## src/rtl/mbox_wr_queue_if.sv

```systemverilog
// mbox_wr_queue_if: WISHBONE slave queueing mailbox words in a small FIFO and
// serialising the selected byte lanes, one per cycle, into the MAILBOX byte port.
`default_nettype none

module mbox_wr_queue_if #(
   parameter int WB_DW     = 32,
   parameter int DEPTH     = 4,
   parameter int DEPTH_W   = 2,
   parameter int MSB_FIRST = 0
) (
   input  logic               wb_clk_i,
   input  logic               wb_rst_i,
   input  logic               wb_cyc_i,
   input  logic               wb_stb_i,
   input  logic               wb_we_i,
   input  logic               wb_adr_i,
   input  logic [WB_DW/8-1:0] wb_sel_i,
   input  logic [WB_DW-1:0]   wb_dat_i,
   output logic [WB_DW-1:0]   wb_dat_o,
   output logic               wb_ack_o,
   output logic               mbox_wr_o,
   output logic [7:0]         mbox_do_o,
   input  logic               mbox_full_i,
   input  logic               mbox_afull_i,
   output logic               q_empty_o
);

   localparam int NB = WB_DW / 8;
   localparam int LW = (NB > 1) ? $clog2(NB) : 1;
   localparam logic [DEPTH_W:0]   LVL_ONE  = (DEPTH_W+1)'(1);
   localparam logic [DEPTH_W:0]   LVL_FULL = (DEPTH_W+1)'(DEPTH);
   localparam logic [DEPTH_W-1:0] PTR_ONE  = DEPTH_W'(1);

   localparam logic [0:0] S_IDLE = 1'b0;
   localparam logic [0:0] S_SEND = 1'b1;

   logic [0:0]         state_q, state_d;
   logic [DEPTH_W:0]   level_q, level_d;
   logic [DEPTH_W-1:0] wr_ptr_q, wr_ptr_d, rd_ptr_q, rd_ptr_d;
   logic [WB_DW-1:0]   data_q, data_d;
   logic [NB-1:0]      rem_q, rem_d;
   logic [7:0]         do_q, do_d;
   logic               ack_q, ack_d;
   logic [WB_DW-1:0]   dat_q, dat_d;

   logic [WB_DW-1:0]   mem_dat [DEPTH];
   logic [NB-1:0]      mem_sel [DEPTH];

   logic               req, wr_data, rd_req, flush, push, pop, stall;
   logic               fifo_full, q_empty, mbox_wr;
   logic [NB-1:0]      rem_nxt;
   logic [31:0]        status;

   // Index of the next lane to send among the set bits of m, in the configured order.
   function automatic logic [LW-1:0] pick_lane(input logic [NB-1:0] m);
      pick_lane = '0;
      for (int i = 0; i < NB; i++) begin
         if (MSB_FIRST == 0) begin
            if (m[NB-1-i]) pick_lane = LW'(NB-1-i);
         end else begin
            if (m[i]) pick_lane = LW'(i);
         end
      end
   endfunction

   function automatic logic [7:0] lane_byte(input logic [WB_DW-1:0] d, input logic [LW-1:0] l);
      lane_byte = d[int'(l)*8 +: 8];
   endfunction

   always_comb begin
      req       = wb_cyc_i & wb_stb_i & ~ack_q;
      wr_data   = req & wb_we_i & ~wb_adr_i;
      rd_req    = req & ~wb_we_i;
      flush     = req & wb_we_i & wb_adr_i & wb_dat_i[0];
      fifo_full = (level_q == LVL_FULL);
      q_empty   = (level_q == '0) && (state_q == S_IDLE);
      rem_nxt   = rem_q & ~(NB'(1) << pick_lane(rem_q));

      state_d = state_q;
      data_d  = data_q;
      rem_d   = rem_q;
      do_d    = do_q;
      pop     = 1'b0;
      mbox_wr = 1'b0;

      case (state_q)
         S_IDLE: if (level_q != '0) pop = 1'b1;
         S_SEND: begin
            if (!mbox_full_i) begin
               mbox_wr = 1'b1;
               if (rem_nxt != '0) begin
                  rem_d = rem_nxt;
                  do_d  = lane_byte(data_q, pick_lane(rem_nxt));
               end else if (level_q != '0) begin
                  pop = 1'b1;
               end else begin
                  state_d = S_IDLE;
               end
            end
         end
         default: state_d = S_IDLE;
      endcase

      // Loading straight from the FIFO head keeps back-to-back words bubble-free.
      if (pop) begin
         state_d = S_SEND;
         data_d  = mem_dat[rd_ptr_q];
         rem_d   = mem_sel[rd_ptr_q];
         do_d    = lane_byte(mem_dat[rd_ptr_q], pick_lane(mem_sel[rd_ptr_q]));
      end

      // A pop in the same cycle frees the slot, so a write to a full FIFO is taken then.
      stall  = wr_data & fifo_full & ~pop;
      push   = wr_data & (wb_sel_i != '0) & ~stall;
      ack_d  = req & ~stall;
      status = {16'd0, 12'(level_q), fifo_full, q_empty, mbox_afull_i, mbox_full_i};
      dat_d  = rd_req ? WB_DW'(status) : dat_q;

      level_d  = level_q;
      if (push && !pop)      level_d = level_q + LVL_ONE;
      else if (pop && !push) level_d = level_q - LVL_ONE;
      wr_ptr_d = push ? wr_ptr_q + PTR_ONE : wr_ptr_q;
      rd_ptr_d = pop  ? rd_ptr_q + PTR_ONE : rd_ptr_q;

      if (flush) begin
         level_d  = '0;
         wr_ptr_d = '0;
         rd_ptr_d = '0;
         state_d  = S_IDLE;
      end
   end

   always_ff @(posedge wb_clk_i or posedge wb_rst_i) begin
      if (wb_rst_i) begin
         state_q  <= S_IDLE;
         level_q  <= '0;
         wr_ptr_q <= '0;
         rd_ptr_q <= '0;
         data_q   <= '0;
         rem_q    <= '0;
         do_q     <= '0;
         ack_q    <= 1'b0;
         dat_q    <= '0;
      end else begin
         state_q  <= state_d;
         level_q  <= level_d;
         wr_ptr_q <= wr_ptr_d;
         rd_ptr_q <= rd_ptr_d;
         data_q   <= data_d;
         rem_q    <= rem_d;
         do_q     <= do_d;
         ack_q    <= ack_d;
         dat_q    <= dat_d;
      end
   end

   always_ff @(posedge wb_clk_i) begin
      if (push) begin
         mem_dat[wr_ptr_q] <= wb_dat_i;
         mem_sel[wr_ptr_q] <= wb_sel_i;
      end
   end

   assign wb_ack_o  = ack_q;
   assign wb_dat_o  = dat_q;
   assign mbox_wr_o = mbox_wr;
   assign mbox_do_o = do_q;
   assign q_empty_o = q_empty;

endmodule

`default_nettype wire
```

## config.mk

```make
export PLATFORM = sky130hd
export DESIGN_NAME = mbox_wr_queue_if
export DESIGN_NICKNAME = d
export VERILOG_FILES = /design/src/rtl/mbox_wr_queue_if.sv
export SDC_FILE = /design/constraint.sdc
export NUM_CORES = 1
export LEC_CHECK = 0
export ABC_CLOCK_PERIOD_IN_PS = 8300
export CAP_MARGIN = 5
export CORE_ASPECT_RATIO = 1.4
export CORE_MARGIN = 1
export CORE_UTILIZATION = 60
export CTS_BUF_LIST = sky130_fd_sc_hd__clkbuf_4
export DETAILED_ROUTE_END_ITERATION = 6
export PLACE_DENSITY = 0.92
export SYNTH_ARGS = -nofsm -noshare
export SYNTH_HDL_FRONTEND = slang
export SYNTH_SLANG_ARGS = --single-unit
```

## constraint.sdc

```tcl
create_clock -name wb_clk_i -period 8.3 [get_ports wb_clk_i]
set_clock_uncertainty 0.05 [all_clocks]
set_input_delay 1.245 -clock wb_clk_i [delete_from_list [all_inputs] [get_ports wb_clk_i]]
set_output_delay 1.245 -clock wb_clk_i [all_outputs]
set_load 0.05 [all_outputs]
```

Word-level counts from Yosys, hierarchy flattened
Memory sizes are Yosys's and may differ from the RTL's.
Index checks and enable logic that the tools add are counted.
{ "word_totals": {"input_bits": 44, "elab_cells": 99, "mem_bits_rw": 144, "output_inout_bits": 43, "register_bits": 60, "n_memories": 2} }
{ "classes": {"mux": 44, "n_addsub": 4, "shifts": 3, "bitwise": 20, "eq_ne": 2, "reduce_logical": 15} }
{ "memory_table": {"columns": ["memory", "depth", "word_bits", "read_ports", "rd_clocked_by_memory_dff", "write_ports", "line", "rtl"], "rows": [
  ["mem_dat", 4, 32, 1, 0, 1, "46", "logic [WB_DW-1:0] mem_dat [DEPTH];"],
  ["mem_sel", 4, 4, 1, 0, 1, "47", "logic [NB-1:0] mem_sel [DEPTH];"]
]} }
{ "op_table": {"columns": ["op", "n"], "rows": [
  ["32-bit by 6-bit variable part select with 8-bit output", 2],
  ["2-bit 2-to-1 mux", 20],
  ["8-bit 2-to-1 mux", 4],
  ["4-bit 2-to-1 mux", 4],
  ["1-bit bitwise AND", 12],
  ["1-bit 2-to-1 mux", 12],
  ["3-bit 2-to-1 mux", 3],
  ["2-bit nonzero test", 4],
  ["4-bit nonzero test", 2],
  ["1-bit inverter", 6],
  ["3-bit nonzero test", 2],
  ["2-bit by 1-bit adder with 2-bit output, second input constant", 2],
  ["4-bit bitwise AND", 1],
  ["4-bit inverter", 1],
  ["1-bit by 2-bit << shifter with 4-bit output, first input constant", 1],
  ["3-bit by 1-bit adder with 3-bit output, second input constant", 1],
  ["3-bit equality test, second input constant", 1],
  ["1-bit logical AND", 3],
  ["3-bit zero test", 1],
  ["3-bit AND reduction", 1],
  ["3-bit by 1-bit subtractor with 3-bit output, second input constant", 1],
  ["1-bit zero test", 2],
  ["2-bit by 1-bit inequality test with 1-bit output, second input constant", 1],
  ["1-bit one-hot mux with 2 select lines", 1]
]} }

Depth between registers and ports, before layout
{ "logic_depth": {"depth_word": 20, "ltp_mapped": 9, "mapped_depth_nobuf": 7} }

Worst setup path before layout
OpenSTA, ideal clock, no wires.
{ "synth_timing": {"path_type": "input to register", "start": "in wb_we_i", "end": "reg level_q[2]", "arrival_time_ns": 3.442, "setup_ns": 0.080, "stages": 7, "slack_ns": 4.728, "required_ns": 8.170, "path_cell_list": "nand4b_1 -> nor3_1 -> o211ai_1 -> fa_1 -> or4_1 -> and3b_1 -> nor3_2"} }
{ "synth_via": {"elab_chain_cells": 9, "elab_cells_between_ends": 15, "classes_between": "mux: 2; bitwise: 9; reduce/logical: 4"} }
{ "synth_rtl": {"columns": ["item", "line", "rtl"], "rows": [
  ["start: declaration", "15", "input logic wb_we_i,"],
  ["1-bit bitwise AND *", "72, 74", null],
  ["1-bit bitwise AND", "72", "wr_data = req & wb_we_i & ~wb_adr_i;"],
  ["1-bit bitwise AND (2 in a row)", "113", "stall = wr_data & fifo_full & ~pop;"],
  ["1-bit inverter", "114", "push = wr_data & (wb_sel_i != '0) & ~stall;"],
  ["1-bit bitwise AND", "114", null],
  ["1-bit logical AND or 1-bit zero test (tied branches)", "120, 121", null],
  ["3-bit 2-to-1 mux or 1-bit logical AND (tied branches)", "120, 121", null],
  ["3-bit 2-to-1 mux or 3-bit nonzero test (tied branches)", null, null],
  ["end signal: assignment", "146", "level_q <= level_d;"],
  ["end: declaration", "38", "logic [DEPTH_W:0] level_q, level_d;"]
]} }
Every way passes the cells marked *; elsewhere a longest branch is shown, timed or not.
A chain may end at the register's enable or synchronous reset.

Final worst setup path
{ "layout_timing": {"start": "in mbox_full_i", "end": "out mbox_wr_o"} }
{ "layout_via": {"elab_chain_cells": 2} }
{ "layout_rtl": {"columns": ["item", "line", "rtl"], "rows": [
  ["start: declaration", "23", "input logic mbox_full_i,"],
  ["1-bit 2-to-1 mux", "89", "if (!mbox_full_i) begin"],
  ["1-bit 2-to-1 mux", "86", "case (state_q)"],
  ["end: declaration", "21", "output logic mbox_wr_o,"]
]} }
Every way passes these cells.

==> flow_summary.rst <==
.. list-table::
   :header-rows: 1

   * - Metric
     - Value
   * - Result of the run
     - finished, final reports clean
   * - Area Overhead vs Synth
     - 11.2%
   * - Mapped cell area
     - 8210 um^2
   * - Total Negative Setup Slacks
     - 0 ns
   * - Final weighted congestion of routability-driven global placement
     - 0.896
   * - Yosys top cell area share
     - 52.7%
   * - Slowest cell delay on critical path
     - 0.84 ns
   * - Reported max-cap violation count
     - 0
   * - Core ar.
     - 13400 um^2
   * - Maximum number of pins on one net before global-route repair
     - 53
   * - Clock tree from TritonCTS
     - yes
   * - Via count of the routed design
     - 4792
   * - Wire length per cell after detailed routing
     - 21.0 um
   * - Leading area contributor after synthesis
     - sky130_fd_sc_hd__edfxtp_1
   * - Primary flip-flop cell chosen by synthesis mapping
     - sky130_fd_sc_hd__edfxtp_1
   * - Setup ws final
     - 4.15 ns
   * - Layout cells sized above 1
     - 14.8%
   * - Synthesized area per cell
     - 15.8 um^2
   * - Fraction of the core area covered by cells at the end of the flow
     - 68.2%
   * - Resized Gates After CTS
     - 0
   * - Fill cells
     - 865
   * - Wire length of the first global-routing pass
     - 25.7 mm
   * - Number of distinct library cells after synthesis
     - 47
   * - Clock buffers created by TritonCTS
     - 17
   * - Share of synthesized area occupied by flip-flops and latches
     - 68.5%
   * - Leading post-synthesis cells by cell area
     - sky130_fd_sc_hd__edfxtp_1, sky130_fd_sc_hd__dfrtp_1, sky130_fd_sc_hd__mux4_2
   * - Post-CTS Repair Setup Buffers
     - 0
   * - Detailed-router iteration count before antenna repair
     - 6
   * - Effective utilization at floorplan
     - 61.3%
   * - Total length of routed wires
     - 16.3 mm
   * - Overall die height
     - 140 um
   * - CP Class
     - input pin to output port
   * - Placed cell areas
     - 8860 um^2
   * - Relative max-transition margin
     - 16.0%
   * - Type of element launching the critical path
     - input pin
   * - Insertion delay to the later sink of the worst-skew pair
     - 0.58 ns
   * - Cell area power density
     - 321 nW/um^2
   * - Number of cells produced by synthesis
     - 521
   * - Fraction of the cycle the final worst path needs
     - 50.0%
   * - H-Tree Level Count
     - 4
   * - Buffer and inverter count on the worst path
     - 2
   * - Crit-path slowest cell
     - sky130_fd_sc_hd__clkdlybuf4s50_1
   * - Leakage power of the design
     - 3.33 nW
   * - Most frequent standard cell in the layout excluding fill and tap cells
     - sky130_fd_sc_hd__edfxtp_1
   * - Worst Setup Slack post-DPL
     - 3.83 ns
   * - Final antenna-violating net count
     - 0
   * - Number of warnings reported in the yosys synthesis log
     - 0
   * - Final-report hold violation count
     - 0
   * - Number of buffers between clock root and the deepest sink
     - 2
   * - Congestion Overflow GR
     - 0
   * - CP dominant cell by count
     - sky130_fd_sc_hd__clkdlybuf4s50_1
   * - Max Clock Freq
     - 241 MHz
   * - Core Rows
     - 50
   * - # port buffers
     - 61
   * - Count of final max-slew check failures
     - 0
   * - Min-Delay Path Class
     - flop to flop
   * - Arrival @ worst endpoint
     - 2.85 ns
   * - Post-layout minimum cycle time
     - 4.15 ns
   * - Async set-or-reset flop fraction in the synthesized netlist
     - 26.5%
   * - EDFF count, synth
     - 144
   * - Violation count after the first detailed-route iteration
     - 559
   * - Post-route DRC violation count
     - 0
   * - Crit path max fanout
     - 7
   * - Clock root buffer
     - sky130_fd_sc_hd__clkbuf_4
   * - HPWL Detailed
     - 10.7 mm
   * - Finished Cell Area
     - 9130 um^2
   * - IO Count
     - 87
   * - Clock slew at the register clock pins of the worst setup and hold paths
     - 0.15 ns
   * - Category of cells accounting for the largest share of critical-path delay
     - buffers and inverters
   * - DR vias/cell
     - 6.17
   * - Setup violation total in the final timing report
     - 0
   * - VDD IR-drop max
     - 0.000183 V
   * - Die width
     - 101 um
   * - Antenna violations before repair
     - 1
   * - Vias in the first global route
     - 4836
   * - Total GRT Usage
     - 25.2%
   * - Number of synthesized register bits
     - 196
   * - Transition time at the pin with the least slew margin
     - 1.26 ns
   * - Ordered list of cells on the worst path
     - clkdlybuf4s50_1 -> nor2b_1 -> clkdlybuf4s50_1
   * - Commonest non-fill, non-tap cells in the layout
     - sky130_fd_sc_hd__edfxtp_1, sky130_fd_sc_hd__nand2_1, sky130_fd_sc_hd__clkdlybuf4s50_1
   * - Critical path capture point type
     - output port
   * - RSZ-0062 raised after global routing
     - no
   * - Sink count of the clock tree
     - 196
   * - DIE AREA
     - 14200 um^2
   * - NumNets Final
     - 630
   * - Cts hold-fix bufs
     - 0
   * - Required time reported for the critical path endpoint
     - 7.01 ns
## kinds of logic after synthesis
logic type | synth area share (%)
DFF | 68.5
and+or+nand+nor | 8.66
AOI/OAI and AO/OA | 6.36
buffers and inverters | 4.19
muxes | 11.0
adders and majority gates | 0.853
xor gates and xnor gates | 0.427
other | 0.0457
## stage by stage
step | instances | hold WS, ns | power, mW
after floorplan | 545 | 0.396 | 2.17
after global placement | 744 | 0.409 | 2.38
after detailed placement | 744 | 0.417 | 2.45
after CTS | 776 | 0.447 | 2.93
after global routing | 777 | 0.476 | 3.07
final | 777 | 0.451 | 2.93
## state kept, by name, summed over array words and instances (netlist names)
register,flops
rd_ptr_q,2
mem_dat,128
wb_ack_o,1
mem_sel,16
wr_ptr_q,2
level_q,3
state_q,1
mbox_do_o,8
rem_q,4
data_q,24
wb_dat_o,7
## worst reg2reg max path: stages, from the launching register on
cell	delay, ns
sky130_fd_sc_hd__dfrtp_1	0.60
sky130_fd_sc_hd__a211o_1	0.40
sky130_fd_sc_hd__o2111ai_1	0.54
sky130_fd_sc_hd__o211ai_1	0.30
sky130_fd_sc_hd__fa_1	0.46
sky130_fd_sc_hd__or4_1	0.56
sky130_fd_sc_hd__and3b_1	0.21
sky130_fd_sc_hd__nor3_2	0.15
## layer usage
metal	up-vias	global-route usage [%]	part of all wire, %
li1	2060	-	-
met1	2382	31.4	37
met2	275	41.2	52
met3	75	4.99	5.9
met4	0	14.0	5.2
met5	-	0	0
## report_power, final
group	internal (mW)	switching [mW]	leakage [nW]
Sequential	1.19	0.107	1.94
Clock	0.186	0.308	0.158
Combinational	0.458	0.682	1.23
Total	1.83	1.10	3.33
## cells in the mapped netlist, types with 2 or more instances
library cell                number
sky130_fd_sc_hd__edfxtp_1      144
sky130_fd_sc_hd__nand2_1        91
sky130_fd_sc_hd__dfrtp_1        52
sky130_fd_sc_hd__mux4_2         36
sky130_fd_sc_hd__buf_4          25
sky130_fd_sc_hd__nor2b_1        17
sky130_fd_sc_hd__a22oi_1        15
sky130_fd_sc_hd__nand3_1        11
sky130_fd_sc_hd__o211ai_1       10
sky130_fd_sc_hd__a2111o_1        9
sky130_fd_sc_hd__nor2_1          9
sky130_fd_sc_hd__a2bb2oi_1       8
sky130_fd_sc_hd__buf_2           8
sky130_fd_sc_hd__clkbuf_1        8
sky130_fd_sc_hd__and3_1          7
sky130_fd_sc_hd__mux2_2          7
sky130_fd_sc_hd__o21ai_0         6
sky130_fd_sc_hd__buf_6           5
sky130_fd_sc_hd__a21oi_1         4
sky130_fd_sc_hd__buf_1           4
sky130_fd_sc_hd__ha_1            4
sky130_fd_sc_hd__inv_1           4
sky130_fd_sc_hd__nor3_1          4
sky130_fd_sc_hd__a211o_1         3
sky130_fd_sc_hd__xnor2_1         3
sky130_fd_sc_hd__a22o_1          2
sky130_fd_sc_hd__and2_1          2
sky130_fd_sc_hd__nor3_2          2
sky130_fd_sc_hd__nor4_1          2
sky130_fd_sc_hd__o2111ai_1       2
## final timing paths
check	startpoint	end	slack, ns	depth (start not counted)
hold / removal	data_q[20]$_DFFE_PP0P_	data_q[20]$_DFFE_PP0P_	0.45	2
min in group asynchronous	wb_rst_i	data_q[20]$_DFFE_PP0P_	1.19	2
setup / recovery	mbox_full_i	mbox_wr_o	4.15	3
max in group asynchronous	wb_rst_i	rd_ptr_q[0]$_DFFE_PP0P_	6.31	2
hold reg to reg	data_q[20]$_DFFE_PP0P_	data_q[20]$_DFFE_PP0P_	0.45	2
setup reg to reg	rem_q[2]$_DFFE_PP0P_	level_q[2]$_DFFE_PP0P_	4.96	7
## area by class of cell
class                   instances  area (um^2)  area share [%]
flip-flops and latches        196         5630            61.6
inverters                       4         15.0           0.164
clock inverters                13          131            1.44
well taps                     182          228            2.49
diodes                          1         2.50          0.0274
multi-input cells             295         2330            25.5
repair buffers                 67          656            7.18
clock buffers                  19          143            1.56
No activity file was read; power rests on OpenSTA's default activity.
